### src/rtl/axi5_pkg.sv
// Shared AXI5 encodings and the read-responder FSM state type.
package axi5_pkg;

  typedef enum logic [1:0] {
    BURST_FIXED = 2'b00,
    BURST_INCR  = 2'b01,
    BURST_WRAP  = 2'b10,
    BURST_RSVD  = 2'b11
  } burst_e;

  localparam logic [1:0] RESP_OKAY   = 2'b00;
  localparam logic [1:0] RESP_EXOKAY = 2'b01;
  localparam logic [1:0] RESP_SLVERR = 2'b10;
  localparam logic [1:0] RESP_DECERR = 2'b11;

  typedef enum logic [2:0] {
    ST_IDLE = 3'd0,
    ST_ADDR = 3'd1,
    ST_DATA = 3'd2,
    ST_RESP = 3'd3,
    ST_ERR  = 3'd4
  } rd_state_e;

endpackage

### src/rtl/axi5_slave_rd_responder_if.sv
// AXI5 AR/R channels plus the backend request/response port of the read responder.
interface axi5_slave_rd_responder_if #(
  parameter int AXI_ID_WIDTH       = 8,
  parameter int AXI_ADDR_WIDTH     = 32,
  parameter int AXI_DATA_WIDTH     = 32,
  parameter int AXI_USER_WIDTH     = 1,
  parameter int AXI_NSAID_WIDTH    = 4,
  parameter int AXI_MECID_WIDTH    = 16,
  parameter int AXI_MPAM_WIDTH     = 11,
  parameter int AXI_TAG_WIDTH      = 4,
  parameter int AXI_TAGOP_WIDTH    = 2,
  parameter int AXI_CHUNKNUM_WIDTH = 4
);
  localparam int CHUNK_STRB_WIDTH = (AXI_DATA_WIDTH >= 128) ? AXI_DATA_WIDTH / 128 : 1;
  localparam int TW               = AXI_TAG_WIDTH * CHUNK_STRB_WIDTH;

  logic [AXI_ID_WIDTH-1:0]       s_axi_arid;
  logic [AXI_ADDR_WIDTH-1:0]     s_axi_araddr;
  logic [7:0]                    s_axi_arlen;
  logic [2:0]                    s_axi_arsize;
  logic [1:0]                    s_axi_arburst;
  logic [2:0]                    s_axi_arprot;
  logic                          s_axi_arlock;
  logic [3:0]                    s_axi_arcache;
  logic [3:0]                    s_axi_arqos;
  logic [AXI_USER_WIDTH-1:0]     s_axi_aruser;
  logic [AXI_MPAM_WIDTH-1:0]     s_axi_armpam;
  logic                          s_axi_arunique;
  logic                          s_axi_archunken;
  logic [AXI_TAGOP_WIDTH-1:0]    s_axi_artagop;
  logic [AXI_NSAID_WIDTH-1:0]    s_axi_arnsaid;
  logic [AXI_MECID_WIDTH-1:0]    s_axi_armecid;
  logic                          s_axi_artrace;
  logic                          s_axi_arvalid;
  logic                          s_axi_arready;

  logic [AXI_ID_WIDTH-1:0]       s_axi_rid;
  logic [AXI_DATA_WIDTH-1:0]     s_axi_rdata;
  logic [1:0]                    s_axi_rresp;
  logic                          s_axi_rlast;
  logic [AXI_USER_WIDTH-1:0]     s_axi_ruser;
  logic                          s_axi_rtrace;
  logic                          s_axi_rpoison;
  logic [TW-1:0]                 s_axi_rtag;
  logic                          s_axi_rtagmatch;
  logic                          s_axi_rchunkv;
  logic [AXI_CHUNKNUM_WIDTH-1:0] s_axi_rchunknum;
  logic [CHUNK_STRB_WIDTH-1:0]   s_axi_rchunkstrb;
  logic                          s_axi_rvalid;
  logic                          s_axi_rready;

  logic                          mem_req_valid;
  logic                          mem_req_ready;
  logic [AXI_ADDR_WIDTH-1:0]     mem_req_addr;
  logic [2:0]                    mem_req_prot;
  logic [AXI_NSAID_WIDTH-1:0]    mem_req_nsaid;
  logic [AXI_MECID_WIDTH-1:0]    mem_req_mecid;
  logic                          mem_rsp_valid;
  logic                          mem_rsp_ready;
  logic [AXI_DATA_WIDTH-1:0]     mem_rsp_data;
  logic                          mem_rsp_err;
  logic                          mem_rsp_poison;
  logic [TW-1:0]                 mem_rsp_tag;

  modport slave (
    input  s_axi_arid, s_axi_araddr, s_axi_arlen, s_axi_arsize, s_axi_arburst, s_axi_arprot,
           s_axi_arlock, s_axi_arcache, s_axi_arqos, s_axi_aruser, s_axi_armpam,
           s_axi_arunique, s_axi_archunken, s_axi_artagop, s_axi_arnsaid, s_axi_armecid,
           s_axi_artrace, s_axi_arvalid, s_axi_rready,
           mem_req_ready, mem_rsp_valid, mem_rsp_data, mem_rsp_err, mem_rsp_poison, mem_rsp_tag,
    output s_axi_arready, s_axi_rid, s_axi_rdata, s_axi_rresp, s_axi_rlast, s_axi_ruser,
           s_axi_rtrace, s_axi_rpoison, s_axi_rtag, s_axi_rtagmatch, s_axi_rchunkv,
           s_axi_rchunknum, s_axi_rchunkstrb, s_axi_rvalid,
           mem_req_valid, mem_req_addr, mem_req_prot, mem_req_nsaid, mem_req_mecid, mem_rsp_ready
  );

  modport master (
    output s_axi_arid, s_axi_araddr, s_axi_arlen, s_axi_arsize, s_axi_arburst, s_axi_arprot,
           s_axi_arlock, s_axi_arcache, s_axi_arqos, s_axi_aruser, s_axi_armpam,
           s_axi_arunique, s_axi_archunken, s_axi_artagop, s_axi_arnsaid, s_axi_armecid,
           s_axi_artrace, s_axi_arvalid, s_axi_rready,
           mem_req_ready, mem_rsp_valid, mem_rsp_data, mem_rsp_err, mem_rsp_poison, mem_rsp_tag,
    input  s_axi_arready, s_axi_rid, s_axi_rdata, s_axi_rresp, s_axi_rlast, s_axi_ruser,
           s_axi_rtrace, s_axi_rpoison, s_axi_rtag, s_axi_rtagmatch, s_axi_rchunkv,
           s_axi_rchunknum, s_axi_rchunkstrb, s_axi_rvalid,
           mem_req_valid, mem_req_addr, mem_req_prot, mem_req_nsaid, mem_req_mecid, mem_rsp_ready
  );

endinterface

### src/rtl/axi5_rd_addr_gen.sv
// Combinational AXI next-beat address for FIXED / INCR / WRAP bursts.
module axi5_rd_addr_gen
  import axi5_pkg::*;
#(
  parameter int AXI_ADDR_WIDTH = 32
) (
  input  logic [AXI_ADDR_WIDTH-1:0] addr,
  input  logic [2:0]                size,
  input  burst_e                    burst,
  input  logic [7:0]                len,
  output logic [AXI_ADDR_WIDTH-1:0] next_addr
);
  localparam int AW = AXI_ADDR_WIDTH;

  logic [AW-1:0] step;
  logic [AW-1:0] aligned;
  logic [AW-1:0] stepped;
  logic [AW-1:0] wrap_bytes;
  logic [AW-1:0] wrap_mask;
  logic [AW-1:0] wrap_base;

  // Align to the transfer size, step one beat, and fold back into the wrap container.
  always_comb begin
    step       = AW'(1) << size;
    aligned    = addr & ~(step - AW'(1));
    stepped    = aligned + step;
    wrap_bytes = (AW'(len) + AW'(1)) << size;
    wrap_mask  = ~(wrap_bytes - AW'(1));
    wrap_base  = addr & wrap_mask;
    next_addr  = stepped;
    case (burst)
      BURST_FIXED: next_addr = addr;
      BURST_INCR:  next_addr = stepped;
      BURST_WRAP:  next_addr = ((stepped & wrap_mask) != wrap_base) ? wrap_base : stepped;
      default:     next_addr = stepped;
    endcase
  end

endmodule

### src/rtl/axi5_slave_rd_responder.sv
// AXI5 read responder: one AR at a time, one backend read per beat, AXI5 R sideband.
module axi5_slave_rd_responder
  import axi5_pkg::*;
#(
  parameter int          AXI_ID_WIDTH       = 8,
  parameter int          AXI_ADDR_WIDTH     = 32,
  parameter int          AXI_DATA_WIDTH     = 32,
  parameter int          AXI_USER_WIDTH     = 1,
  parameter int          AXI_NSAID_WIDTH    = 4,
  parameter int          AXI_MECID_WIDTH    = 16,
  parameter int          AXI_MPAM_WIDTH     = 11,
  parameter int          AXI_TAG_WIDTH      = 4,
  parameter int          AXI_TAGOP_WIDTH    = 2,
  parameter int          AXI_CHUNKNUM_WIDTH = 4,
  parameter logic [63:0] BASE_ADDR          = 64'h0,
  parameter logic [63:0] SIZE_BYTES         = 64'h1000
) (
  input  logic                      aclk,
  input  logic                      aresetn,
  axi5_slave_rd_responder_if.slave  bus,
  output logic                      busy
);
  localparam int         AW               = AXI_ADDR_WIDTH;
  localparam int         DW               = AXI_DATA_WIDTH;
  localparam int         CHUNK_STRB_WIDTH = (DW >= 128) ? DW / 128 : 1;
  localparam int         TW               = AXI_TAG_WIDTH * CHUNK_STRB_WIDTH;
  localparam logic [2:0] SIZE_MAX         = 3'($clog2(DW / 8));

  rd_state_e                  state_q, state_d;
  logic                       rst_done_q;
  logic [AW-1:0]              addr_q;
  logic [7:0]                 len_q;
  logic [2:0]                 size_q;
  burst_e                     burst_q;
  logic [2:0]                 prot_q;
  logic [AXI_NSAID_WIDTH-1:0] nsaid_q;
  logic [AXI_MECID_WIDTH-1:0] mecid_q;
  logic [AXI_ID_WIDTH-1:0]    id_q;
  logic                       trace_q;
  logic [7:0]                 beat_cnt_q;
  logic [DW-1:0]              data_q;
  logic [1:0]                 resp_q;
  logic                       poison_q;
  logic [TW-1:0]              tag_q;

  logic          arready, rvalid, rlast, req_valid, rsp_ready;
  logic          ar_hs, r_hs;
  logic          decerr, slverr;
  logic [1:0]    ar_resp;
  logic [64:0]   ar_addr_ext, win_lo, win_hi;
  logic [AW-1:0] next_addr;
  burst_e        ar_burst;

  axi5_rd_addr_gen #(.AXI_ADDR_WIDTH(AW)) u_addr_gen (
    .addr      (addr_q),
    .size      (size_q),
    .burst     (burst_q),
    .len       (len_q),
    .next_addr (next_addr)
  );

  // Classify the incoming AR: window decode first, then size/burst/wrap-length legality.
  always_comb begin
    ar_burst    = burst_e'(bus.s_axi_arburst);
    ar_addr_ext = 65'(bus.s_axi_araddr);
    win_lo      = 65'(BASE_ADDR);
    win_hi      = 65'(BASE_ADDR) + 65'(SIZE_BYTES);
    decerr      = (ar_addr_ext < win_lo) || (ar_addr_ext >= win_hi);
    slverr      = (bus.s_axi_arsize > SIZE_MAX) || (ar_burst == BURST_RSVD) ||
                  ((ar_burst == BURST_WRAP) && !(bus.s_axi_arlen inside {8'd1, 8'd3, 8'd7, 8'd15}));
    ar_resp     = decerr ? RESP_DECERR : (slverr ? RESP_SLVERR : RESP_OKAY);
  end

  // State register; rst_done_q keeps arready low for the whole reset window.
  always_ff @(posedge aclk) begin
    if (!aresetn) begin
      state_q    <= ST_IDLE;
      rst_done_q <= 1'b0;
    end else begin
      state_q    <= state_d;
      rst_done_q <= 1'b1;
    end
  end

  // Next-state and handshake outputs.
  always_comb begin
    state_d   = state_q;
    arready   = 1'b0;
    req_valid = 1'b0;
    rsp_ready = 1'b0;
    rvalid    = 1'b0;
    case (state_q)
      ST_IDLE: begin
        arready = rst_done_q;
        if (rst_done_q && bus.s_axi_arvalid) state_d = (decerr || slverr) ? ST_ERR : ST_ADDR;
      end
      ST_ADDR: begin
        req_valid = 1'b1;
        if (bus.mem_req_ready) state_d = ST_DATA;
      end
      ST_DATA: begin
        rsp_ready = 1'b1;
        if (bus.mem_rsp_valid) state_d = ST_RESP;
      end
      ST_RESP: begin
        rvalid = 1'b1;
        if (bus.s_axi_rready) state_d = (beat_cnt_q == 8'd0) ? ST_IDLE : ST_ADDR;
      end
      ST_ERR: begin
        rvalid = 1'b1;
        if (bus.s_axi_rready && (beat_cnt_q == 8'd0)) state_d = ST_IDLE;
      end
      default: state_d = ST_IDLE;
    endcase
  end

  assign ar_hs = arready && bus.s_axi_arvalid;
  assign r_hs  = rvalid && bus.s_axi_rready;
  assign rlast = rvalid && (beat_cnt_q == 8'd0);

  // Burst context capture, per-beat response registers and address walk.
  always_ff @(posedge aclk) begin
    if (!aresetn) begin
      addr_q     <= '0;
      len_q      <= '0;
      size_q     <= '0;
      burst_q    <= BURST_FIXED;
      prot_q     <= '0;
      nsaid_q    <= '0;
      mecid_q    <= '0;
      id_q       <= '0;
      trace_q    <= 1'b0;
      beat_cnt_q <= '0;
      data_q     <= '0;
      resp_q     <= RESP_OKAY;
      poison_q   <= 1'b0;
      tag_q      <= '0;
    end else begin
      if (ar_hs) begin
        addr_q     <= bus.s_axi_araddr;
        len_q      <= bus.s_axi_arlen;
        size_q     <= bus.s_axi_arsize;
        burst_q    <= ar_burst;
        prot_q     <= bus.s_axi_arprot;
        nsaid_q    <= bus.s_axi_arnsaid;
        mecid_q    <= bus.s_axi_armecid;
        id_q       <= bus.s_axi_arid;
        trace_q    <= bus.s_axi_artrace;
        beat_cnt_q <= bus.s_axi_arlen;
        data_q     <= '0;
        resp_q     <= ar_resp;
        poison_q   <= 1'b0;
        tag_q      <= '0;
      end
      if ((state_q == ST_DATA) && bus.mem_rsp_valid) begin
        data_q   <= bus.mem_rsp_data;
        resp_q   <= bus.mem_rsp_err ? RESP_SLVERR : RESP_OKAY;
        poison_q <= bus.mem_rsp_poison;
        tag_q    <= bus.mem_rsp_tag;
      end
      if (r_hs && (beat_cnt_q != 8'd0)) begin
        beat_cnt_q <= beat_cnt_q - 8'd1;
        if (state_q == ST_RESP) addr_q <= next_addr;
      end
    end
  end

  assign busy                 = (state_q != ST_IDLE);
  assign bus.s_axi_arready    = arready;
  assign bus.s_axi_rvalid     = rvalid;
  assign bus.s_axi_rid        = id_q;
  assign bus.s_axi_rdata      = data_q;
  assign bus.s_axi_rresp      = resp_q;
  assign bus.s_axi_rlast      = rlast;
  assign bus.s_axi_ruser      = '0;
  assign bus.s_axi_rtrace     = trace_q;
  assign bus.s_axi_rpoison    = poison_q;
  assign bus.s_axi_rtag       = tag_q;
  assign bus.s_axi_rtagmatch  = 1'b0;
  assign bus.s_axi_rchunkv    = 1'b0;
  assign bus.s_axi_rchunknum  = '0;
  assign bus.s_axi_rchunkstrb = '0;
  assign bus.mem_req_valid    = req_valid;
  assign bus.mem_req_addr     = addr_q;
  assign bus.mem_req_prot     = prot_q;
  assign bus.mem_req_nsaid    = nsaid_q;
  assign bus.mem_req_mecid    = mecid_q;
  assign bus.mem_rsp_ready    = rsp_ready;

endmodule

### src/flat_wrapper.sv
// flat-port wrapper written by rule: the top's interface ports become plain ports
module axi5_slave_rd_responder_flat import axi5_pkg::*;
#(
  parameter int          AXI_ID_WIDTH       = 8,
  parameter int          AXI_ADDR_WIDTH     = 32,
  parameter int          AXI_DATA_WIDTH     = 32,
  parameter int          AXI_USER_WIDTH     = 1,
  parameter int          AXI_NSAID_WIDTH    = 4,
  parameter int          AXI_MECID_WIDTH    = 16,
  parameter int          AXI_MPAM_WIDTH     = 11,
  parameter int          AXI_TAG_WIDTH      = 4,
  parameter int          AXI_TAGOP_WIDTH    = 2,
  parameter int          AXI_CHUNKNUM_WIDTH = 4,
  parameter logic [63:0] BASE_ADDR          = 64'h0,
  parameter logic [63:0] SIZE_BYTES         = 64'h1000
)
  (aclk, aresetn, busy, bus_s_axi_arid, bus_s_axi_araddr, bus_s_axi_arlen, bus_s_axi_arsize, bus_s_axi_arburst, bus_s_axi_arprot, bus_s_axi_arlock, bus_s_axi_arcache, bus_s_axi_arqos, bus_s_axi_aruser, bus_s_axi_armpam, bus_s_axi_arunique, bus_s_axi_archunken, bus_s_axi_artagop, bus_s_axi_arnsaid, bus_s_axi_armecid, bus_s_axi_artrace, bus_s_axi_arvalid, bus_s_axi_rready, bus_mem_req_ready, bus_mem_rsp_valid, bus_mem_rsp_data, bus_mem_rsp_err, bus_mem_rsp_poison, bus_mem_rsp_tag, bus_s_axi_arready, bus_s_axi_rid, bus_s_axi_rdata, bus_s_axi_rresp, bus_s_axi_rlast, bus_s_axi_ruser, bus_s_axi_rtrace, bus_s_axi_rpoison, bus_s_axi_rtag, bus_s_axi_rtagmatch, bus_s_axi_rchunkv, bus_s_axi_rchunknum, bus_s_axi_rchunkstrb, bus_s_axi_rvalid, bus_mem_req_valid, bus_mem_req_addr, bus_mem_req_prot, bus_mem_req_nsaid, bus_mem_req_mecid, bus_mem_rsp_ready);
  axi5_slave_rd_responder_if #(.AXI_ID_WIDTH(AXI_ID_WIDTH), .AXI_ADDR_WIDTH(AXI_ADDR_WIDTH), .AXI_DATA_WIDTH(AXI_DATA_WIDTH), .AXI_USER_WIDTH(AXI_USER_WIDTH), .AXI_NSAID_WIDTH(AXI_NSAID_WIDTH), .AXI_MECID_WIDTH(AXI_MECID_WIDTH), .AXI_MPAM_WIDTH(AXI_MPAM_WIDTH), .AXI_TAG_WIDTH(AXI_TAG_WIDTH), .AXI_TAGOP_WIDTH(AXI_TAGOP_WIDTH), .AXI_CHUNKNUM_WIDTH(AXI_CHUNKNUM_WIDTH)) bus_i ();
  input  logic aclk;
  input  logic aresetn;
  output logic busy;
  input wire logic [$bits(bus_i.s_axi_arid)-1:0] bus_s_axi_arid;
  input wire logic [$bits(bus_i.s_axi_araddr)-1:0] bus_s_axi_araddr;
  input wire logic [$bits(bus_i.s_axi_arlen)-1:0] bus_s_axi_arlen;
  input wire logic [$bits(bus_i.s_axi_arsize)-1:0] bus_s_axi_arsize;
  input wire logic [$bits(bus_i.s_axi_arburst)-1:0] bus_s_axi_arburst;
  input wire logic [$bits(bus_i.s_axi_arprot)-1:0] bus_s_axi_arprot;
  input wire logic [$bits(bus_i.s_axi_arlock)-1:0] bus_s_axi_arlock;
  input wire logic [$bits(bus_i.s_axi_arcache)-1:0] bus_s_axi_arcache;
  input wire logic [$bits(bus_i.s_axi_arqos)-1:0] bus_s_axi_arqos;
  input wire logic [$bits(bus_i.s_axi_aruser)-1:0] bus_s_axi_aruser;
  input wire logic [$bits(bus_i.s_axi_armpam)-1:0] bus_s_axi_armpam;
  input wire logic [$bits(bus_i.s_axi_arunique)-1:0] bus_s_axi_arunique;
  input wire logic [$bits(bus_i.s_axi_archunken)-1:0] bus_s_axi_archunken;
  input wire logic [$bits(bus_i.s_axi_artagop)-1:0] bus_s_axi_artagop;
  input wire logic [$bits(bus_i.s_axi_arnsaid)-1:0] bus_s_axi_arnsaid;
  input wire logic [$bits(bus_i.s_axi_armecid)-1:0] bus_s_axi_armecid;
  input wire logic [$bits(bus_i.s_axi_artrace)-1:0] bus_s_axi_artrace;
  input wire logic [$bits(bus_i.s_axi_arvalid)-1:0] bus_s_axi_arvalid;
  input wire logic [$bits(bus_i.s_axi_rready)-1:0] bus_s_axi_rready;
  input wire logic [$bits(bus_i.mem_req_ready)-1:0] bus_mem_req_ready;
  input wire logic [$bits(bus_i.mem_rsp_valid)-1:0] bus_mem_rsp_valid;
  input wire logic [$bits(bus_i.mem_rsp_data)-1:0] bus_mem_rsp_data;
  input wire logic [$bits(bus_i.mem_rsp_err)-1:0] bus_mem_rsp_err;
  input wire logic [$bits(bus_i.mem_rsp_poison)-1:0] bus_mem_rsp_poison;
  input wire logic [$bits(bus_i.mem_rsp_tag)-1:0] bus_mem_rsp_tag;
  output wire logic [$bits(bus_i.s_axi_arready)-1:0] bus_s_axi_arready;
  output wire logic [$bits(bus_i.s_axi_rid)-1:0] bus_s_axi_rid;
  output wire logic [$bits(bus_i.s_axi_rdata)-1:0] bus_s_axi_rdata;
  output wire logic [$bits(bus_i.s_axi_rresp)-1:0] bus_s_axi_rresp;
  output wire logic [$bits(bus_i.s_axi_rlast)-1:0] bus_s_axi_rlast;
  output wire logic [$bits(bus_i.s_axi_ruser)-1:0] bus_s_axi_ruser;
  output wire logic [$bits(bus_i.s_axi_rtrace)-1:0] bus_s_axi_rtrace;
  output wire logic [$bits(bus_i.s_axi_rpoison)-1:0] bus_s_axi_rpoison;
  output wire logic [$bits(bus_i.s_axi_rtag)-1:0] bus_s_axi_rtag;
  output wire logic [$bits(bus_i.s_axi_rtagmatch)-1:0] bus_s_axi_rtagmatch;
  output wire logic [$bits(bus_i.s_axi_rchunkv)-1:0] bus_s_axi_rchunkv;
  output wire logic [$bits(bus_i.s_axi_rchunknum)-1:0] bus_s_axi_rchunknum;
  output wire logic [$bits(bus_i.s_axi_rchunkstrb)-1:0] bus_s_axi_rchunkstrb;
  output wire logic [$bits(bus_i.s_axi_rvalid)-1:0] bus_s_axi_rvalid;
  output wire logic [$bits(bus_i.mem_req_valid)-1:0] bus_mem_req_valid;
  output wire logic [$bits(bus_i.mem_req_addr)-1:0] bus_mem_req_addr;
  output wire logic [$bits(bus_i.mem_req_prot)-1:0] bus_mem_req_prot;
  output wire logic [$bits(bus_i.mem_req_nsaid)-1:0] bus_mem_req_nsaid;
  output wire logic [$bits(bus_i.mem_req_mecid)-1:0] bus_mem_req_mecid;
  output wire logic [$bits(bus_i.mem_rsp_ready)-1:0] bus_mem_rsp_ready;
  assign bus_i.s_axi_arid = bus_s_axi_arid;
  assign bus_i.s_axi_araddr = bus_s_axi_araddr;
  assign bus_i.s_axi_arlen = bus_s_axi_arlen;
  assign bus_i.s_axi_arsize = bus_s_axi_arsize;
  assign bus_i.s_axi_arburst = bus_s_axi_arburst;
  assign bus_i.s_axi_arprot = bus_s_axi_arprot;
  assign bus_i.s_axi_arlock = bus_s_axi_arlock;
  assign bus_i.s_axi_arcache = bus_s_axi_arcache;
  assign bus_i.s_axi_arqos = bus_s_axi_arqos;
  assign bus_i.s_axi_aruser = bus_s_axi_aruser;
  assign bus_i.s_axi_armpam = bus_s_axi_armpam;
  assign bus_i.s_axi_arunique = bus_s_axi_arunique;
  assign bus_i.s_axi_archunken = bus_s_axi_archunken;
  assign bus_i.s_axi_artagop = bus_s_axi_artagop;
  assign bus_i.s_axi_arnsaid = bus_s_axi_arnsaid;
  assign bus_i.s_axi_armecid = bus_s_axi_armecid;
  assign bus_i.s_axi_artrace = bus_s_axi_artrace;
  assign bus_i.s_axi_arvalid = bus_s_axi_arvalid;
  assign bus_i.s_axi_rready = bus_s_axi_rready;
  assign bus_i.mem_req_ready = bus_mem_req_ready;
  assign bus_i.mem_rsp_valid = bus_mem_rsp_valid;
  assign bus_i.mem_rsp_data = bus_mem_rsp_data;
  assign bus_i.mem_rsp_err = bus_mem_rsp_err;
  assign bus_i.mem_rsp_poison = bus_mem_rsp_poison;
  assign bus_i.mem_rsp_tag = bus_mem_rsp_tag;
  assign bus_s_axi_arready = bus_i.s_axi_arready;
  assign bus_s_axi_rid = bus_i.s_axi_rid;
  assign bus_s_axi_rdata = bus_i.s_axi_rdata;
  assign bus_s_axi_rresp = bus_i.s_axi_rresp;
  assign bus_s_axi_rlast = bus_i.s_axi_rlast;
  assign bus_s_axi_ruser = bus_i.s_axi_ruser;
  assign bus_s_axi_rtrace = bus_i.s_axi_rtrace;
  assign bus_s_axi_rpoison = bus_i.s_axi_rpoison;
  assign bus_s_axi_rtag = bus_i.s_axi_rtag;
  assign bus_s_axi_rtagmatch = bus_i.s_axi_rtagmatch;
  assign bus_s_axi_rchunkv = bus_i.s_axi_rchunkv;
  assign bus_s_axi_rchunknum = bus_i.s_axi_rchunknum;
  assign bus_s_axi_rchunkstrb = bus_i.s_axi_rchunkstrb;
  assign bus_s_axi_rvalid = bus_i.s_axi_rvalid;
  assign bus_mem_req_valid = bus_i.mem_req_valid;
  assign bus_mem_req_addr = bus_i.mem_req_addr;
  assign bus_mem_req_prot = bus_i.mem_req_prot;
  assign bus_mem_req_nsaid = bus_i.mem_req_nsaid;
  assign bus_mem_req_mecid = bus_i.mem_req_mecid;
  assign bus_mem_rsp_ready = bus_i.mem_rsp_ready;
  axi5_slave_rd_responder #(.AXI_ID_WIDTH(AXI_ID_WIDTH), .AXI_ADDR_WIDTH(AXI_ADDR_WIDTH), .AXI_DATA_WIDTH(AXI_DATA_WIDTH), .AXI_USER_WIDTH(AXI_USER_WIDTH), .AXI_NSAID_WIDTH(AXI_NSAID_WIDTH), .AXI_MECID_WIDTH(AXI_MECID_WIDTH), .AXI_MPAM_WIDTH(AXI_MPAM_WIDTH), .AXI_TAG_WIDTH(AXI_TAG_WIDTH), .AXI_TAGOP_WIDTH(AXI_TAGOP_WIDTH), .AXI_CHUNKNUM_WIDTH(AXI_CHUNKNUM_WIDTH), .BASE_ADDR(BASE_ADDR), .SIZE_BYTES(SIZE_BYTES)) u_core (.aclk(aclk), .aresetn(aresetn), .bus(bus_i), .busy(busy));
endmodule
### config.mk
export PLATFORM = sky130hd
export DESIGN_NAME = axi5_slave_rd_responder_flat
export DESIGN_NICKNAME = d
export VERILOG_FILES = /design/src/rtl/axi5_pkg.sv /design/src/rtl/axi5_slave_rd_responder_if.sv /design/src/rtl/axi5_rd_addr_gen.sv /design/src/rtl/axi5_slave_rd_responder.sv /design/src/flat_wrapper.sv
export SDC_FILE = /design/constraint.sdc
export NUM_CORES = 1
export LEC_CHECK = 0
export CORE_MARGIN = 5
export CORE_UTILIZATION = 30
export CTS_CLUSTER_DIAMETER = 100
export CTS_CLUSTER_SIZE = 20
export DETAILED_ROUTE_END_ITERATION = 8
export SETUP_SLACK_MARGIN = 0.1
export SLEW_MARGIN = 10
export SYNTH_ARGS = -nofsm -noshare
export SYNTH_HDL_FRONTEND = slang
export SYNTH_SLANG_ARGS = --single-unit
### constraint.sdc
create_clock -name aclk -period 6.6 [get_ports aclk]
set_clock_uncertainty 0.1 [all_clocks]
set_input_delay 1.32 -clock aclk [delete_from_list [all_inputs] [get_ports aclk]]
set_output_delay 1.32 -clock aclk [all_outputs]
set_load 0.1 [all_outputs]
Word level (Yosys, flattened, before mapping)
Cells that the tools add are included.
{"block": "totals", "inputBits": 146, "word_cells": 101, "output_inout_bits": 117, "register_bits": 128}
{"block": "op_classes", "n_bitwise": 5, "reduce_logical": 22, "mux": 31, "n_eq_ne": 18, "shift": 2, "add_sub_neg": 5, "n_lt_le_gt_ge": 2}
{"op": "$mux W32", "count": 6}
{"op": "$and A32 B32 Y32", "count": 3}
{"op": "$not A32 Y32", "count": 2}
{"op": "$pmux W32 S2", "count": 1}
{"op": "$sub A32 B1 Y32 const B", "count": 2}
{"op": "$add A32 B32 Y32", "count": 1}
{"op": "$ge A32 B13 Y1 const B", "count": 1}
{"op": "$ne A32 B32 Y1", "count": 1}
{"op": "$shl A1 B3 Y32 const A", "count": 1}
{"op": "$shl A9 B3 Y32", "count": 1}
{"op": "$mux W3", "count": 6}
{"op": "$mux W8", "count": 2}
{"op": "$pmux W3 S5", "count": 1}
{"op": "$mux W2", "count": 5}
{"op": "$add A8 B1 Y9 const B", "count": 1}
{"op": "$eq A8 B1 Y1 const B", "count": 1}
{"op": "$eq A8 B2 Y1 const B", "count": 1}
{"op": "$eq A8 B3 Y1 const B", "count": 1}
{"op": "$eq A8 B4 Y1 const B", "count": 1}
{"op": "$logic_and A1 B1 Y1", "count": 8}
{"op": "$logic_not A8 Y1", "count": 1}
{"op": "$mux W1", "count": 8}
{"op": "$mux W4", "count": 2}
{"op": "$reduce_bool A8 Y1", "count": 1}
{"op": "18 further kinds", "count": 27}

Longest topological paths before layout
{"block": "depth", "word_depth": 11, "mapped_depth": 27, "depth_no_buf": 22}

Hierarchy
From an unflattened synthesis, not the netlist that was laid out.
{"block": "unflattened", "cells_unflattened": 1131, "hier_area_um2": 8346.8}
{"mod": "axi5_slave_rd_responder", "seq_area_each_um2": 2562.5, "area_each_um2": 5093.6, "cells_per_inst": 617, "n_inst": 1}
{"mod": "axi5_rd_addr_gen", "seq_area_each_um2": 0.0, "area_each_um2": 3253.1, "cells_per_inst": 514, "n_inst": 1}

Worst setup path before layout
No wires, ideal clock.
{"block": "synth_path", "kind": "register to register", "start": "reg u_core.len_q[0]", "end": "reg u_core.addr_q[31] (netlist: u_core.bus.mem_req_addr[31])", "path_buffers": 2, "period_less_slack_ns": 5.228, "setup_slack_ns": 1.372, "setup_time_ns": 0.126, "arrival_time_ns": 5.001, "path_stages_with_launch": 25, "required_time_ns": 6.374, "cell_sequence": "dfxtp_1 ha_1 buf_2 mux2_2 o21bai_1 o21ai_0 a211o_1 o31a_1 or3_1 nor3_1 ha_1 and2_1 o21ai_0 o211ai_1 a31o_2 a221oi_1 o21ai_0 nor2_1 nor3b_1 and4_1 a311o_2 buf_6 mux2_2 nor2_1 a21oi_1"}
{"block": "synth_between", "elab_chain_cells": 10}
{"item": "from (decl)", "line_no": "axi5_slave_rd_responder.sv:32", "text": "logic [7:0] len_q;"}
{"item": "from (signal assigned)", "line_no": "axi5_slave_rd_responder.sv:141", "text": "len_q <= bus.s_axi_arlen;"}
{"item": "$add A8 B1 Y9 *", "line_no": "axi5_rd_addr_gen.sv:27", "text": "wrap_bytes = (AW'(len) + AW'(1)) << size;"}
{"item": "$shl A9 B3 Y32 *", "line_no": "axi5_rd_addr_gen.sv:27"}
{"item": "$sub A32 B1 Y32 *", "line_no": "axi5_rd_addr_gen.sv:28", "text": "wrap_mask = ~(wrap_bytes - AW'(1));"}
{"item": "$not A32 Y32 *", "line_no": "axi5_rd_addr_gen.sv:28"}
{"item": "$and A32 B32 Y32 (on tied branches)", "line_no": "axi5_rd_addr_gen.sv:34, axi5_rd_addr_gen.sv:29"}
{"item": "$ne A32 B32 Y1", "line_no": "axi5_rd_addr_gen.sv:34", "text": "BURST_WRAP: next_addr = ((stepped & wrap_mask) != wrap_base) ? wrap_base : stepped;"}
{"item": "$mux W32 *", "line_no": "axi5_rd_addr_gen.sv:34"}
{"item": "$pmux W32 S2 *", "line_no": "axi5_rd_addr_gen.sv:31", "text": "case (burst)"}
{"item": "$mux W32 *", "line_no": "axi5_slave_rd_responder.sv:163", "text": "if (state_q == ST_RESP) addr_q <= next_addr;"}
{"item": "$mux W32 *", "line_no": "axi5_slave_rd_responder.sv:161", "text": "if (r_hs && (beat_cnt_q != 8'd0)) begin"}
{"item": "to (signal assigned)", "line_no": "axi5_slave_rd_responder.sv:140", "text": "addr_q <= bus.s_axi_araddr;"}
{"item": "to (signal assigned)", "line_no": "axi5_slave_rd_responder.sv:163"}
{"item": "to (decl)", "line_no": "axi5_slave_rd_responder.sv:31", "text": "logic [AW-1:0] addr_q;"}
Mark *: on every way between the ends. The rest lies on a longest branch, timed or not.
A chain may end at the register's enable or synchronous reset.

Worst setup path after layout
{"block": "layout_path", "start": "reg u_core.size_q[1]", "end": "reg u_core.addr_q[24] (netlist: u_core.bus.mem_req_addr[24])"}
{"block": "layout_between", "elab_chain_cells": 11}
{"item": "from (decl)", "line_no": "axi5_slave_rd_responder.sv:33", "text": "logic [2:0] size_q;"}
{"item": "from (signal assigned)", "line_no": "axi5_slave_rd_responder.sv:142", "text": "size_q <= bus.s_axi_arsize;"}
{"item": "$shl A1 B3 Y32", "line_no": "axi5_rd_addr_gen.sv:24", "text": "step = AW'(1) << size;"}
{"item": "$sub A32 B1 Y32", "line_no": "axi5_rd_addr_gen.sv:25", "text": "aligned = addr & ~(step - AW'(1));"}
{"item": "$not A32 Y32", "line_no": "axi5_rd_addr_gen.sv:25"}
{"item": "$and A32 B32 Y32", "line_no": "axi5_rd_addr_gen.sv:25"}
{"item": "$add A32 B32 Y32", "line_no": "axi5_rd_addr_gen.sv:26", "text": "stepped = aligned + step;"}
{"item": "$and A32 B32 Y32", "line_no": "axi5_rd_addr_gen.sv:34"}
{"item": "$ne A32 B32 Y1", "line_no": "axi5_rd_addr_gen.sv:34"}
{"item": "$mux W32", "line_no": "axi5_rd_addr_gen.sv:34"}
{"item": "$pmux W32 S2 *", "line_no": "axi5_rd_addr_gen.sv:31"}
{"item": "$mux W32 *", "line_no": "axi5_slave_rd_responder.sv:163"}
{"item": "$mux W32 *", "line_no": "axi5_slave_rd_responder.sv:161"}
Marked as above.

==> flow_summary.yaml <==
status:
  outcome: "complete, no violations"
final_layout:
  diodes: 0
  final_common_cell: "clkdlybuf4s50_1"
  final_cell_mix: "228 x clkdlybuf4s50_1, 213 x nand2_1, 139 x a21oi_1"
  drive_gt1_share_pct: 6.71
  final_cells: 1850
  layout.nets: 1603
  area_delta_synth_final_pct: 36.0
  n_fill_cell: 3095
clock_tree:
  cts_tree: "built"
  cts.path.max_buffers: 2
  htree_num_levels: 4
  cts_made_buffers: 17
  clock_sinks: 128
  clk_latency_ps: 430
  path_clk_slew_ps: 70
  cts_root_buf: "clkbuf_16"
placement:
  gp_congestion: 0.939
  place_hpwl_mm: 25.5
  port_buffers: 229
  dp.cells: 1815
global_routing:
  use_met2_pct: 32.8
  top_usage_layer: "met2"
  grt_pass1_vias: 9731
  grt_use_met3_pct: 6.23
  overflow: 0
  grt_pass1_wl_mm: 54.7
  grt_max_degree: 71
  use_met1_pct: 26.2
  grtUsageTotal_pct: 20.1
  antenna_found_initial: 2
logic_synthesis:
  ys_seq_area_share_pct: 28.5
  synthTopCellsByArea: "dfxtp_1 28%, nand2_1 8.9%, a21oi_1 7.7%"
  synth_edf_count: 0
  post-synth-top-area-fraction_pct: 28.5
  synthFlopType: "dfxtp_1"
  synth-xor-area-share_pct: 4.58
  synth_top_area_cell: "dfxtp_1"
  syn_inst: 1261
  ys_ff_latch: 128
  ys_warn_count: 0
  syn_area_mm2: 0.00899
  synth-simple-area-share_pct: 28.6
  synthMuxAreaShare_pct: 1.45
  synth_top_family_by_area: "compound AO/OA/AOI/OAI gates"
  synthAdderAreaFrac_pct: 1.39
  postSynth.asyncResetShare_pct: 0
  synth_compound_area_share_pct: 29.2
  syn_area_per_cell_um2: 7.13
  yosysUniqueCellTypes: 87
setup_path:
  path_cells: "clkinv_1 > nor3_1 > inv_1 > ha_1 > and2_1 > ha_1 > nand2_1 > a21oi_1 > o221ai_1 > o21ai_1 > nand2_1 > a21oi_1 > a221oi_1 > o32ai_1 > a211oi_1 > a311o_2 > buf_12 > o21ai_4 > or3b_1 > o311ai_1"
  path_buf_inv: 3
  critPathLaunchType: "register"
  max_stage_delay_ps: 570
  crit_required_ps: 6820
  crit_slowest_cell: "dfxtp_1"
  endpoint_kind: "register"
  critPathKind: "register to register"
  worstPathMaxFanout: 20
  path_delay_family: "compound AO/OA/AOI/OAI gates"
  crit_arrival_ps: 6450
floorplanning:
  start_util_pct: 30.3
  ios: 263
  die_h_um: 183
  core_region_area_mm2: 0.0296
  row_count: 63
  die-area_mm2: 0.0335
  fp.dieW_um: 183
timing:
  period_needed_ps: 6220
  tightest_slew_ps: 1020
  max_freq_mhz: 161
  hold_ws_ps: 353
  setup_viol_count_final: 0
  max-slew-margin-rel_pct: 31.5
  finalCritPeriodShare_pct: 94.3
  grt_setup_unrepaired: "false"
  tns_ps: 0
  hold_viol: 0
  slew_violations: 0
worst_hold_path:
  hold_path_class: "register to register"
route:
  wirelength_mm: 35.2
  vias: 10401
  antenna_left: 0
  drcViolationCount: 0
  routedWlPerCell_um: 19.0
  vias_per_cell: 5.62
  first_pass_iters: 8
  drt_iter0_markers: 869
power_and_ir_drop:
  power.density_mw_per_mm2: 212
  p_leak_nw: 4.16
  ir_drop_uv: 137
job:
  drv_cap: 0
[layer usage]
layer / part of all wire, % / up-vias
li1: - / 4971
met1: 43 / 4908
met2: 46 / 479
met3: 9.3 / 39
met4: 1.2 / 4
met5: 0.060 / -
[power by group]
| part | internal [W] | switching (W) | total [W] |
|---|---|---|---|
| combinational | 0.000239 | 0.000481 | 0.000720 |
| clock | 0.000582 | 0.000425 | 0.00101 |
| sequential | 0.000808 | 0.0000589 | 0.000867 |
| total | 0.00163 | 0.000965 | 0.00259 |
[through the flow]
stage / setup slack (ps) / cell area, um^2 / power, W / utilization [%]
floorplan: 1370 / 9020 / 0.00136 / -
global placement: 449 / 11600 / 0.00159 / 39.1
detailed placement: 402 / 11600 / 0.00159 / 39.1
CTS: 372 / 12200 / 0.00262 / 41.1
global route: 151 / 12200 / 0.00271 / 41.3
finish: 375 / 12200 / 0.00259 / 41.3
[cells in the mapped netlist, types with 12 or more instances]
cell type  count
a21boi_0      23
a21oi_1      139
a31oi_1       13
and2_1        13
and3_1        17
buf_2         12
clkbuf_1      69
dfxtp_1      128
inv_1         20
nand2_1      214
nand3_1       77
nand4_1       19
nor2_1        85
nor2b_1       15
nor3_1        30
nor4_1        12
o211ai_1      16
o21ai_0       61
o221ai_1      15
xnor2_1       35
xor2_1        12
[final timing paths]
kind / slack [ps] / to / startpoint / depth (start not counted)
worst min register to register: 350 / u_core.bus.mem_req_mecid[2] / u_core.bus.mem_req_mecid[2] / 2
worst max-delay path: 380 / u_core.bus.mem_req_addr[24] / u_core.size_q[1] / 20
worst min-delay path: 350 / u_core.bus.mem_req_mecid[2] / u_core.bus.mem_req_mecid[2] / 2
worst max register to register: 380 / u_core.bus.mem_req_addr[24] / u_core.size_q[1] / 20
[cell families (layout without fill, tap and decap cells)]
kind of cell,Yosys count,count (layout)
AND/OR/NAND/NOR,540,540
AO/OA/AOI/OAI,397,397
flip-flops,128,128
buffers and inverters,127,319
XOR/XNOR,47,47
multiplexers,11,11
adder cells (fa/ha/maj),10,10
other,1,8
[final cells by class]
| class | count | area, um^2 | area share (%) |
|---|---|---|---|
| inverter | 23 | 86.3 | 0.706 |
| sequential | 128 | 2570 | 21.0 |
| clock inverter | 14 | 170 | 1.39 |
| multi-input combinational | 1013 | 5900 | 48.3 |
| tap | 390 | 488 | 3.99 |
| clock buffer | 18 | 439 | 3.59 |
| timing repair buffer | 264 | 2570 | 21.1 |
[state kept, by name, summed over array words and instances, names as in the netlist]
register                  flops
u_core.bus.s_axi_rtag         4
u_core.bus.mem_req_mecid     16
u_core.bus.mem_req_prot       3
u_core.bus.mem_req_nsaid      4
u_core.bus.s_axi_rid          8
u_core.bus.s_axi_rresp        2
u_core.beat_cnt_q             8
u_core.bus.s_axi_rpoison      1
u_core.bus.s_axi_rdata       32
u_core.burst_q                2
u_core.bus.s_axi_rtrace       1
u_core.bus.mem_req_addr      32
u_core.len_q                  8
u_core.size_q                 3
u_core.state_q                3
u_core.rst_done_q             1
[repair_timing]
item / CTS / global route
hold buffers: 0 / 0
setup buffers: 0 / 3
endpoints found under the setup margin: 0 / 26
gates resized for setup: 0 / 3
[worst min-delay path: cells and delay by family, from the launching register on]
family | cells | cell delay [ps]
AO/OA/AOI/OAI | 1 | 50
AND/OR/NAND/NOR | 1 | 50
flip-flops | 1 | 310
(Power assumes the default switching activity.)
